### config.mk
export PLATFORM = sky130hd
export DESIGN_NAME = md_issue_ctrl
export DESIGN_NICKNAME = d
export VERILOG_FILES = /design/src/rtl/md_pkg.sv /design/src/rtl/md_watchdog.sv /design/src/rtl/md_issue_ctrl.sv
export SDC_FILE = /design/constraint.sdc
export NUM_CORES = 1
export LEC_CHECK = 0
export CORE_AREA = 2 2 39 41
export DETAILED_ROUTE_END_ITERATION = 16
export DIE_AREA = 0 0 41 43
export HOLD_SLACK_MARGIN = 0.03
export PLACE_DENSITY = 0.66
export SLEW_MARGIN = 10
export SYNTH_ARGS = -nofsm -noshare
export SYNTH_HDL_FRONTEND = slang
export SYNTH_SLANG_ARGS = --single-unit
### constraint.sdc
create_clock -name clk -period 2.05 [get_ports clk]
set_input_delay 0.3075 -clock clk [delete_from_list [all_inputs] [get_ports clk]]
set_output_delay 0.3075 -clock clk [all_outputs]
set_load 0.05 [all_outputs]
### src/rtl/md_pkg.sv
// rtl/md_pkg.sv - shared encodings for the md issue controller (op classes, mdctr codes, FSM states, default TIMEOUT)
package md_pkg;

  typedef enum logic [3:0] {
    OP_NONE  = 4'd0,
    OP_MULT  = 4'd1,
    OP_MULTU = 4'd2,
    OP_DIV   = 4'd3,
    OP_DIVU  = 4'd4,
    OP_MTHI  = 4'd5,
    OP_MTLO  = 4'd6,
    OP_MFHI  = 4'd7,
    OP_MFLO  = 4'd8
  } md_op_e;

  localparam logic [2:0] MDCTR_MULT  = 3'd0;
  localparam logic [2:0] MDCTR_MULTU = 3'd1;
  localparam logic [2:0] MDCTR_DIV   = 3'd2;
  localparam logic [2:0] MDCTR_DIVU  = 3'd3;

  typedef enum logic [1:0] {
    ST_IDLE  = 2'd0,
    ST_ISSUE = 2'd1,
    ST_WAIT  = 2'd2
  } md_state_e;

  localparam int MD_TIMEOUT_DEFAULT = 16;

  // MULT..DIVU are numbered one above their mdctr code
  function automatic logic [2:0] op_to_mdctr(input logic [3:0] op);
    logic [3:0] code;
    code = op - 4'd1;
    return code[2:0];
  endfunction

endpackage

### src/rtl/md_watchdog.sv
// rtl/md_watchdog.sv - busy timeout counter with sticky error, used only when MD_WATCHDOG_EN is defined
module md_watchdog
  import md_pkg::*;
#(
  parameter int TIMEOUT = MD_TIMEOUT_DEFAULT
) (
  input  logic clk,
  input  logic rst,
  input  logic clear,
  input  logic tick,
  output logic expire,
  output logic md_err
);

  localparam int CW = $clog2(TIMEOUT + 1);

  logic [CW-1:0] cnt;

  // this WAIT cycle's busy tick is the one that brings the count to TIMEOUT
  always_comb begin
    expire = tick && (cnt == CW'(TIMEOUT - 1));
  end

  // saturating busy-cycle count, restarted whenever a new op enters WAIT
  always_ff @(posedge clk or posedge rst) begin
    if (rst) begin
      cnt <= '0;
    end else if (clear) begin
      cnt <= '0;
    end else if (tick && (cnt != CW'(TIMEOUT))) begin
      cnt <= cnt + 1'b1;
    end
  end

  // error stays set until reset
  always_ff @(posedge clk or posedge rst) begin
    if (rst) begin
      md_err <= 1'b0;
    end else if (expire) begin
      md_err <= 1'b1;
    end
  end

endmodule

### src/rtl/md_issue_ctrl.sv
// rtl/md_issue_ctrl.sv - md hazard stall and multdiv issue control; optional busy watchdog under MD_WATCHDOG_EN
module md_issue_ctrl
  import md_pkg::*;
#(
  parameter int TIMEOUT = MD_TIMEOUT_DEFAULT
) (
  input  logic       clk,
  input  logic       rst,
  input  logic [3:0] id_md_op,
  input  logic       hold,
  input  logic       busy,
  output logic       stall_md,
  output logic       start,
  output logic [2:0] mdctr,
  output logic       hiwrite,
  output logic       lowrite,
  output logic       md_err
);

  md_state_e state, state_nxt;
  logic      is_md;
  logic      issue;
  logic      issue_md;
  logic      wd_expire;

  // hazard detection, issue qualification and next state
  always_comb begin
    is_md     = (id_md_op >= OP_MULT) && (id_md_op <= OP_MFLO);
    stall_md  = is_md && ((state != ST_IDLE) || busy);
    issue     = (id_md_op >= OP_MULT) && (id_md_op <= OP_MTLO) && !stall_md && !hold;
    issue_md  = issue && (id_md_op <= OP_DIVU);
    state_nxt = state;
    case (state)
      ST_IDLE:  if (issue_md) state_nxt = ST_ISSUE;
      // busy is not yet visible during ISSUE, so it is never sampled there
      ST_ISSUE: state_nxt = ST_WAIT;
      ST_WAIT:  if (!busy || wd_expire) state_nxt = ST_IDLE;
      default:  state_nxt = ST_IDLE;
    endcase
  end

  // state register and registered pulses to multdiv / HI / LO
  always_ff @(posedge clk or posedge rst) begin
    if (rst) begin
      state   <= ST_IDLE;
      start   <= 1'b0;
      mdctr   <= MDCTR_MULT;
      hiwrite <= 1'b0;
      lowrite <= 1'b0;
    end else begin
      state   <= state_nxt;
      start   <= issue_md;
      hiwrite <= issue && (id_md_op == OP_MTHI);
      lowrite <= issue && (id_md_op == OP_MTLO);
      if (issue_md) begin
        mdctr <= op_to_mdctr(id_md_op);
      end
    end
  end

`ifdef MD_WATCHDOG_EN
  md_watchdog #(
    .TIMEOUT(TIMEOUT)
  ) u_md_watchdog (
    .clk    (clk),
    .rst    (rst),
    .clear  (state == ST_ISSUE),
    .tick   ((state == ST_WAIT) && busy),
    .expire (wd_expire),
    .md_err (md_err)
  );
`else
  assign wd_expire = 1'b0;
  assign md_err    = 1'b0;
`endif

endmodule

==> run_results.csv, run 1 <==
group,metric,value,unit
routing,dr.pass1.iters,2,
critical_path,cp_data_arrival_time,1670,ps
clock_tree,root_buffer,"clkbuf_4",
layout,post-route-util,0.517,
place,portBuffers,14,
critical_path,r2r_end,"mdctr[1]",
critical_path,cp_max_fo,4,
global_route,grt_pass1_vias,345,
power,p_per_area,716,nW/um^2
critical_path,cp-end-kind,"primary output",
global_route,grt.overflow.total,0,
clock_tree,clk_latency,250,ps
critical_path,reg2reg_depth,4,
sta,hold_viol,0,
synthesis,yosys.area_share.adder,0.0831,
synthesis,synth-xor-area-share,0.0194,
routing,wl,923,microns
synthesis,synth_top_cell_by_area,"dfrtp_1",
power,power.leakage,0.000315,uW
critical_path,path_buf_inv,3,
synthesis,synth_mux_area_frac,0.0776,
routing,routedWlPerCell,11.5,microns
global_route,grt_usage,0.123,
floorplan,die_w,41,microns
routing,first_iter_violations,1,
synthesis,seq_area_frac_synth,0.443,
sta,drv_slew,0,
layout,syn_to_final_growth,58.4,%
synthesis,synth_edf_count,0,
floorplan,pin_count,16,
global_route,antenna_found_initial,0,
critical_path,slowest_delay,480,ps
place,place_area,674,sq um
critical_path,path_delay_family,"buffers and inverters",
synthesis,synthFlopType,"dfrtp_1",
sta,max_freq,505,MHz
synthesis,yosysWarnings,0,
hold_path,hold_path_class,"in2async",
synthesis,ys_ff_latch,8,
layout,nFillCells,132,
synthesis,syn_area_per_cell,11.9,sq um
floorplan,initial_core_util,0.326,
synthesis,synth_area_leaders,"dfrtp_1, ha_1, a2111oi_4, mux2i_1, inv_1",
floorplan,fp.coreArea,1380,sq um
layout,finalInstanceArea,716,sq um
floorplan,dieArea,1760,sq um
sta,rsz0062_at_grt,"false",
clock_tree,cts_tree,"built",
layout,final_cell_mix,"clkdlybuf4s50_1, buf_4, dfrtp_1",
power,vdd_drop_max,349,uV
critical_path,critical_path_class,"in2out",
synthesis,synth_top_cell_area_share,0.443,
routing,drc,0,
synthesis,netlist_area,452,sq um
sta,fin_setup_tns,0,ps
floorplan,rows,14,
clock_tree,ctsLongestPathBuffers,2,
synthesis,synth-compound-area-share,0.175,
sta,setup-violations-final,0,
layout,final_common_cell,"clkdlybuf4s50_1",
place,place_congestion,0.804,
routing,vias,370,
synthesis,synth.distinct_cells,21,
sta,skew,13.8,ps
layout,seqCellArea,200,sq um
sta,fin_crit,1980,ps
layout,nets,77,
synthesis,syn_nets,49,
critical_path,critPathRequiredTime,1740,ps
clock_tree,cts_buffers,3,
place,dpl.hpwl,775,microns
critical_path,worstSetupStartpointType,"primary input",
critical_path,rrSetupSlack,460,ps
sta,post-route-period-util,0.966,
global_route,grt_pass1_wl,1430,microns
synthesis,yosys.area_share.simple,0.136,
synthesis,synthArstFlopShare,1.00,
global_route,grt_max_degree,9,
synthesis,synth_top_family_by_area,"compound AO/OA/AOI/OAI gates",
critical_path,cp_slowest_cell,"clkdlybuf4s50_1",
layout,multiInputGateArea,241,sq um
run_status,status,"completed",
critical_path,path_cells,"clkdlybuf4s50_1 > inv_1 > ha_2 > nor4b_4 > a211oi_2 > buf_4",
layout,antenna_cells,0,
floorplan,die_y,43,microns
critical_path,r2r-start,"state[0]",
job,maxCapViolCount,0,
clock_tree,htreeDepth,1,
sta,fin_hold_ws,292,ps
routing,avgViaCountPerCell,4.63,
routing,ant_nets,0,
power,total_power,512,uW
layout,drive_above_1_share,0.328,
synthesis,netlist_instances,38,
clock_tree,cts.sinks,8,
clock_tree,path_clk_slew,60,ps
==> what timing repair did <==
action | 4_1_cts | 5_1_grt
setup endpoints to repair | 1 | 1
buffers inserted | 0 | 1
pin swaps | 1 | 1
hold buffers | 0 | 0
gates resized for setup | 1 | 1
==> cell usage after synthesis (2+ instances only) <==
master / n
inv_1: 5
dfrtp_1: 8
nor3_1: 2
a2111oi_0: 2
mux2i_1: 2
a211oi_1: 2
ha_1: 3
==> routing by layer <==
metal | vias to the layer above | wire [microns] | global-route usage
met5 | - | 0 | 0
met1 | 174 | 394 | 0.155
met2 | 8 | 487 | 0.188
met4 | 0 | 0 | 0.0200
met3 | 0 | 40 | 0.0628
li1 | 188 | - | -
==> sequential cells by signal, indices dropped and copies added, names as in the netlist <==
name	flops
hiwrite	1
lowrite	1
mdctr	3
start	1
state	2
==> per-stage QoR <==
step	worst slack [ps]	instances
6_report	70.4	80
2_1_floorplan	325	38
4_1_cts	24.3	79
3_5_place_dp	-135	76
5_1_grt	10.6	80
3_3_place_gp	-124	76
==> worst max path at each step <==
stage                     start        to  slack, ps  cells past startpoint
CTS                 id_md_op[1]  stall_md         20                      6
global placement    id_md_op[0]  mdctr[0]       -120                      6
detailed placement  id_md_op[0]  mdctr[1]       -130                      7
floorplan           id_md_op[0]  stall_md        320                      4
global route        id_md_op[1]  stall_md         10                      7
finish              id_md_op[1]  stall_md         70                      6
==> worst reg2reg max path: stages (launching register included) <==
cell and delay [ps]:
dfrtp_1 400, or3_4 420, a2111oi_4 340, buf_4 190, mux2i_1 170
==> report_power, final <==
part | internal [uW] | switching (uW)
Sequential | 179 | 11.0
Clock | 66.9 | 51.8
Combinational | 84.5 | 120
Total | 330 | 183
==> layout make-up <==
class,instances,area share
clock buffers,3,0.0315
inverters,5,0.0262
multi-input cells,24,0.337
flip-flops and latches,8,0.280
well taps,16,0.0280
repair buffers,24,0.297
==> cells by family (layout without fill, tap and decap cells) <==
group,Yosys count,in the layout
DFF,8,8
and+or+nand+nor,9,9
muxes,3,3
xor gates and xnor gates,1,1
buffers and inverters,6,32
other,1,1
adders and majority gates,3,3
AOI/OAI and AO/OA,7,7
Power figures use the tool's default switching activity.
==> inputs of run 2 (changes only) <==
REMOVE_ABC_BUFFERS = 1   (was default)
==> run 2 against run 1 <==
Net effect:
- first-iteration DRC count unchanged
- clock power about the same
- die area unchanged
- critical endpoint unchanged
- largest cell class unchanged
- largest power group unchanged
- highest routed layer is now met4
==> run_results.csv, run 2 (same netlist as run 1, synthesis figures left out) <==
group,metric,value,unit
run_status,status,"completed",
critical_path,critical_path_class,"in2out",
layout,final_cell_mix,"clkdlybuf4s50_1, buf_4, dfrtp_1",
critical_path,worstSetupStartpointType,"primary input",
global_route,grt_pass1_wl,1440,microns
layout,reg_top3,"mdctr: 3 flops, state: 2 flops",
critical_path,path_buf_inv,4,
floorplan,die_y,43,microns
sta,max_freq,553,MHz
critical_path,slowest_delay,420,ps
clock_tree,ctsHoldBuffers,0,
clock_tree,ctsLongestPathBuffers,2,
place,place_congestion,0.711,
critical_path,cp_data_arrival_time,1500,ps
critical_path,cp_max_fo,4,
sta,rsz0062_at_grt,"false",
sta,drv_slew,0,
critical_path,crit_path_frequent_cell,"buf_4",
floorplan,pin_count,16,
routing,avgViaCountPerCell,4.61,
power,total_power,519,uW
clock_tree,cts_buffers,3,
job,maxCapViolCount,0,
layout,instances_no_fill,80,
routing,first_iter_violations,1,
global_route,grt.overflow.total,0,
layout,nets,77,
clock_tree,htreeDepth,1,
place,placedCellCount,77,
power,power.leakage,0.000335,uW
clock_tree,path_clk_slew,50,ps
sta,hold_viol,0,
hold_path,hold_path_class,"in2async",
routing,drc,0,
layout,antenna_cells,0,
layout,drive_above_1_share,0.359,
clock_tree,root_buffer,"clkbuf_4",
routing,dr.pass1.iters,2,
global_route,grt_pass1_vias,359,
clock_tree,cts_tree,"built",
routing,routedWlPerCell,11.4,microns
sta,fin_setup_tns,0,ps
floorplan,fp.coreArea,1380,sq um
routing,ant_nets,0,
place,portBuffers,14,
floorplan,dieArea,1760,sq um
layout,top_register,"mdctr",
critical_path,critPathRequiredTime,1740,ps
power,vdd_drop_max,304,uV
global_route,grt_max_degree,9,
sta,skew,2.86,ps
clock_tree,cts.sinks,8,
power,p_per_area,705,nW/um^2
routing,wl,908,microns
layout,syn_to_final_growth,62.9,%
critical_path,cp-end-kind,"primary output",
clock_tree,clk_latency,250,ps
sta,post-route-period-util,0.882,
clock_tree,post-cts-setup-buffers,0,
layout,largest_reg_flops,3,
layout,final_common_cell,"clkdlybuf4s50_1",
floorplan,rows,14,
floorplan,die_w,41,microns
routing,vias,369,
floorplan,initial_core_util,0.326,
sta,fin_crit,1810,ps
critical_path,path_delay_family,"buffers and inverters",
global_route,grt_usage,0.133,
global_route,antenna_found_initial,0,
critical_path,cp_slowest_cell,"clkdlybuf4s50_1",
critical_path,path_cells,"clkdlybuf4s50_1 > buf_4 > nor4b_4 > a211oi_2 > buf_4 > buf_12",
sta,setup-violations-final,0,
[run 2: what timing repair did]
action,4_1_cts,5_1_grt
endpoints found under the setup margin,1,1
resized for setup,1,6
pin swaps,1,2
[run 2: metrics by stage]
step	setup WS (ps)	area (sq um)	hold WS, ps	utilization
after floorplan	-163	444	123	-
after global routing	192	736	324	0.532
after detailed placement	-83.5	689	497	0.498
final	243	736	291	0.532
after CTS	0.653	712	297	0.514
after global placement	-68.1	689	489	0.498
[run 2: power by group]
group / switching (uW) / internal (uW)
Sequential: 12.0 / 179
Combinational: 121 / 90.0
Clock: 50.1 / 66.7
[run 2: layer usage]
| metal | GRT usage | wire length, microns |
|---|---|---|
| met4 | 0.140 | 46 |
| met3 | 0.0366 | 49 |
| met5 | 0 | 0 |
| met1 | 0.135 | 362 |
| met2 | 0.197 | 450 |
[run 2: final timing paths]
kind	cells past startpoint	end	slack (ps)	start
worst max-delay path	6	stall_md	240	id_md_op[3]
worst min-delay path	2	state[0]	290	rst
worst max register to register	3	mdctr[0]	460	state[0]
worst min register to register	1	state[1]	500	state[1]
max in group asynchronous	2	mdctr[2]	1540	rst
min in group clk	3	lowrite	380	id_md_op[0]
[run 2: cell type report]
class | instances | area (sq um)
fill | 136 | 648
multi-input combinational | 24 | 244
timing repair buffer | 24 | 230
sequential | 8 | 200
clock buffer | 3 | 22.5
tap | 16 | 20.0
inverter | 5 | 18.8
